### config.mk
export PLATFORM = sky130hd
export DESIGN_NAME = instr_fetch
export DESIGN_NICKNAME = d
export VERILOG_FILES = /design/src/rtl/instr_fetch.sv
export SDC_FILE = /design/constraint.sdc
export NUM_CORES = 2
export LEC_CHECK = 0
export ABC_AREA = 1
export BUFFER_PORTS_ARGS = -buffer_cell sky130_fd_sc_hd__buf_4
export CAP_MARGIN = 30
export CELL_PAD_IN_SITES_DETAIL_PLACEMENT = 1
export CELL_PAD_IN_SITES_GLOBAL_PLACEMENT = 2
export CORE_ASPECT_RATIO = 0.5
export CORE_MARGIN = 3
export CORE_UTILIZATION = 40
export CTS_CLUSTER_SIZE = 24
export DETAILED_ROUTE_END_ITERATION = 8
export PLACE_DENSITY = 0.76
export SLEW_MARGIN = 20
export SYNTH_ARGS = -nofsm -noshare
export SYNTH_HDL_FRONTEND = slang
export SYNTH_SLANG_ARGS = --single-unit
### constraint.sdc
create_clock -name Clk -period 6.65 [get_ports Clk]
set_input_delay 1.33 -clock Clk [delete_from_list [all_inputs] [get_ports Clk]]
set_output_delay 1.33 -clock Clk [all_outputs]
set_load 0.02 [all_outputs]
### src/rtl/instr_fetch.sv
// Instruction fetch stage: PC, word-addressed instruction memory with a write port,
// one registered instruction per cycle towards decode, with stall, redirect and halt.
module instr_fetch #(
  parameter int          IMEM_DEPTH = 64,
  parameter logic [63:0] RESET_PC   = 64'h0,
  localparam int         AW         = $clog2(IMEM_DEPTH)
) (
  input  logic          Clk,
  input  logic          Rst_n,
  input  logic          Stall,
  input  logic          Redirect,
  input  logic [63:0]   Redirect_pc,
  input  logic          Imem_wr_en,
  input  logic [AW-1:0] Imem_wr_addr,
  input  logic [31:0]   Imem_wr_data,
  output logic [31:0]   Instruction,
  output logic [63:0]   Pc,
  output logic          Valid,
  output logic          Halted
);

  localparam logic [31:0] NOP = 32'h0000_0013;

  typedef enum logic [1:0] {
    ST_IDLE,
    ST_RUN,
    ST_HALT
  } state_t;

  state_t      state_reg, state_next;
  logic [63:0] pc_reg, pc_next;
  logic [31:0] instr_next;
  logic [63:0] pc_out_next;
  logic        valid_next;
  logic        halted_next;

  logic [31:0] imem [IMEM_DEPTH];
  logic [31:0] fetch_word;
  logic        in_range;

  // The memory has no reset so its contents survive reset; the zero-word halt check
  // needs the word in the same cycle as the fetch, hence the asynchronous read.
  always_ff @(posedge Clk) begin
    if (Imem_wr_en) begin
      imem[Imem_wr_addr] <= Imem_wr_data;
    end
  end

  assign fetch_word = imem[pc_reg[AW+1:2]];
  assign in_range   = (pc_reg[63:AW+2] == '0);

  always_ff @(posedge Clk or negedge Rst_n) begin
    if (!Rst_n) begin
      state_reg   <= ST_IDLE;
      pc_reg      <= RESET_PC;
      Instruction <= NOP;
      Pc          <= 64'h0;
      Valid       <= 1'b0;
      Halted      <= 1'b0;
    end else begin
      state_reg   <= state_next;
      pc_reg      <= pc_next;
      Instruction <= instr_next;
      Pc          <= pc_out_next;
      Valid       <= valid_next;
      Halted      <= halted_next;
    end
  end

  always_comb begin
    state_next  = state_reg;
    pc_next     = pc_reg;
    instr_next  = Instruction;
    pc_out_next = Pc;
    valid_next  = Valid;
    halted_next = Halted;

    case (state_reg)
      ST_IDLE: begin
        state_next = ST_RUN;
      end
      default: begin
        // Redirect wins over stall and halt and always inserts one bubble.
        if (Redirect) begin
          pc_next     = Redirect_pc & ~64'h3;
          instr_next  = NOP;
          valid_next  = 1'b0;
          halted_next = 1'b0;
          state_next  = ST_RUN;
        end else if (!Stall && (state_reg == ST_RUN)) begin
          if (!in_range || (fetch_word == 32'h0)) begin
            instr_next  = NOP;
            valid_next  = 1'b0;
            halted_next = 1'b1;
            state_next  = ST_HALT;
          end else begin
            instr_next  = fetch_word;
            pc_out_next = pc_reg;
            valid_next  = 1'b1;
            pc_next     = pc_reg + 64'd4;
          end
        end
      end
    endcase
  end

endmodule

==> results.ini <==
[clocking]
cts-hold-fix-buffers=0
cts.sinks=2208
numCtsBuffers=212
cts_resized=0
clk_latency_ns=0.90
cts_tree=yes
h-tree-depth=4
clk_pin_slew_ns=0.06
postCtsSetupBuffers=0
ctsRootBufferMaster=clkbuf_16
cts_max_path_buffers=4

[timing]
fin_setup_tns_ns=0
finalClockSkew_ns=0.0593
min_period_ns=5.28
slew_violations=0
rsz0062_at_grt=no
clock.fmax_ghz=0.189
finalHoldViolCount=0
maxSlewHeadroom=0.296
worst_pin_slew_ns=1.06
finalSetupViolCount=0
layout_worst_path_cycle_share=0.794

[floorplan]
rows=125
pin_count=205
fp.dieW_um=693
core_area_mm2=0.233
die_h_um=349
dieArea_mm2=0.242
start_util=0.404

[setup_path]
path_class=flop to flop
critical_path.startpoint=pc_reg[2]
rr_startpoint=pc_reg[2]
cp_common_cell=nand2_1
cp.required_ns=7.45
cp_top_family=simple AND/OR/NAND/NOR gates
slowest_delay_ns=0.70
path_buf_inv=2
critPathSlowestCell=dfrtp_4
crit_path_cell_trace=inv_16 > buf_4 > nand2_1 > nand3_1 > nand2_1 > a21oi_1 > nand2_1 > nand2_1 > nand2_1 > nor2_1 > nand2_1 > nor2_1 > nand2_1 > nor2_1 > nand2_1 > nand2_2 > nand2_4 > nand2_4 > nand2_1 > nand2_1
cp_max_fo=131
end_kind=flop
arrival_ns=6.08
startpoint_type=flop

[place]
port_buffers=200
gp_congestion=0.816
dp_hpwl_um=181000

[cells_and_area]
area_growth_pct=12.7
drive_gt1_frac=0.0809
most-common-layout-cells=nand2_1 (3,527), edfxtp_1 (2,048), inv_1 (786), nand3_1 (756), nor2_1 (739)
fin_util=0.456
num-nets-final=9418
largest_reg_flops=2048
final_common_cell=nand2_1

[yosys]
ys_async_sr_fraction=0.0725
synth_cell_types=44
synth_top_area_frac=0.652
ys_ff_latch=2208
synth_warnings=0
synth_top_area_cell=edfxtp_1
synth_edf_count=2048
synthesis.area_mm2=0.0944
synth_area_leaders=edfxtp_1 (65%), nand2_1 (14%), dfrtp_1 (4.2%)
synth_flop_cell=edfxtp_1
seq_area_frac_synth=0.694
syn_avg_cell_area_um2=10.3
postSynthCellCount=9172

[grt]
grt_antenna_before_repair=24
grt_max_degree=144
grt-ovfl-total=0
grt_pass1_wl_um=458000
grt_pass1_vias=66478
grtUsageTotal=0.258

[outcome]
status=finished clean

[routing]
firstDrtPassIters=5
drt_wl_total_um=315000
ant_nets=0
post-route-drc-count=0
vias=66669
avgViaCountPerCell=5.29
wl_per_cell_um=25.0
dr.first_iter.drc_count=6894

[power]
worst_ir_drop_vdd_uv=231
p_leak_nw=43.3
power_density_mw_per_mm2=341

[job]
maxCapViolCount=0

[worst_hold_path]
hold_class=input port to async pin

## report_power, final
group / total [mW] / internal, mW / switching (mW)
Combinational: 8.93 / 2.20 / 6.72
Sequential: 15.6 / 15.4 / 0.230
Clock: 11.7 / 6.36 / 5.35
## worst register-to-register path: cells and delay by family, from the launching register on
| family | cells | cell delay, ns |
|---|---|---|
| buffers and inverters | 2 | 1.27 |
| DFF | 1 | 0.70 |
| AOI/OAI and AO/OA | 1 | 0.13 |
| and+or+nand+nor | 17 | 3.13 |
## cells in the mapped netlist, types with 2 or more instances
cell type     n
nand3b_1     29
clkinv_1      5
nor3_1       27
nand4_1      31
clkbuf_1    134
edfxtp_1   2048
nor2_2        2
nand2_4       2
o211ai_1      9
inv_1       790
dfstp_2       3
dfrtp_1     157
a21oi_1      49
nor4_1       26
buf_4        38
nor2_1      800
buf_2       230
o21ai_0     284
o21ai_1      63
buf_6        15
nand2_2       4
or3_1         3
o21bai_1      2
inv_4         2
or2_2         2
nor4_2        2
xor2_1       42
nand2_1    3528
and3_1        3
buf_1        60
xnor2_1      11
nor3_2        2
nand3_1     756
inv_2         3
## layer usage
| layer | part of all wire | GRT usage | vias up |
|---|---|---|---|
| met5 | 0.000041 | 0 | - |
| met1 | 0.48 | 0.392 | 34089 |
| li1 | - | - | 30267 |
| met3 | 0.069 | 0.0371 | 344 |
| met4 | 0.022 | 0.0553 | 2 |
| met2 | 0.43 | 0.391 | 1967 |
## final cells by class
cell class              count  area, µm²
diodes                     14       35.0
inverters                 800       3040
multi-input cells        5688      24000
clock buffers             270       5660
clock inverters           103        732
fillers                 25455     127000
well taps                3111       3890
repair buffers            400       3430
flip-flops and latches   2208      65500
## final timing paths
path / slack, ns / end / depth (start not counted)
max: 1.37 / pc_reg[32] / 20
min: 0.42 / Pc[57] / 1
max reg2reg: 1.37 / pc_reg[32] / 20
min reg2reg: 0.46 / Pc[30] / 2
max in group asynchronous: 4.98 / Pc[31] / 2
min in group Clk: 0.46 / Pc[30] / 2
## through the flow
step                      instance area, µm²  instances  hold WS (ns)  setup WS (ns)  power (mW)
after detailed placement               99900      12204         0.453           1.49        24.7
after global routing                  106000      12581         0.427           1.15        37.9
final                                 106000      12594         0.416           1.37        36.2
after CTS                             106000      12577         0.394           1.42        36.4
after global placement                 99800      12201         0.453           1.55        24.6
after floorplan                        94400       9173         0.442           1.19        20.9
## cell families after synthesis
group / Yosys count / share of synthesized area
and+or+nand+nor: 5222 / 0.222
AOI/OAI and AO/OA: 410 / 0.0221
DFF: 2208 / 0.694
buffers and inverters: 1277 / 0.0566
xor gates and xnor gates: 53 / 0.00492
adders and majority gates: 1 / 0.000133
other: 1 / 0.0000397
No activity file was read; power rests on OpenSTA's default activity.
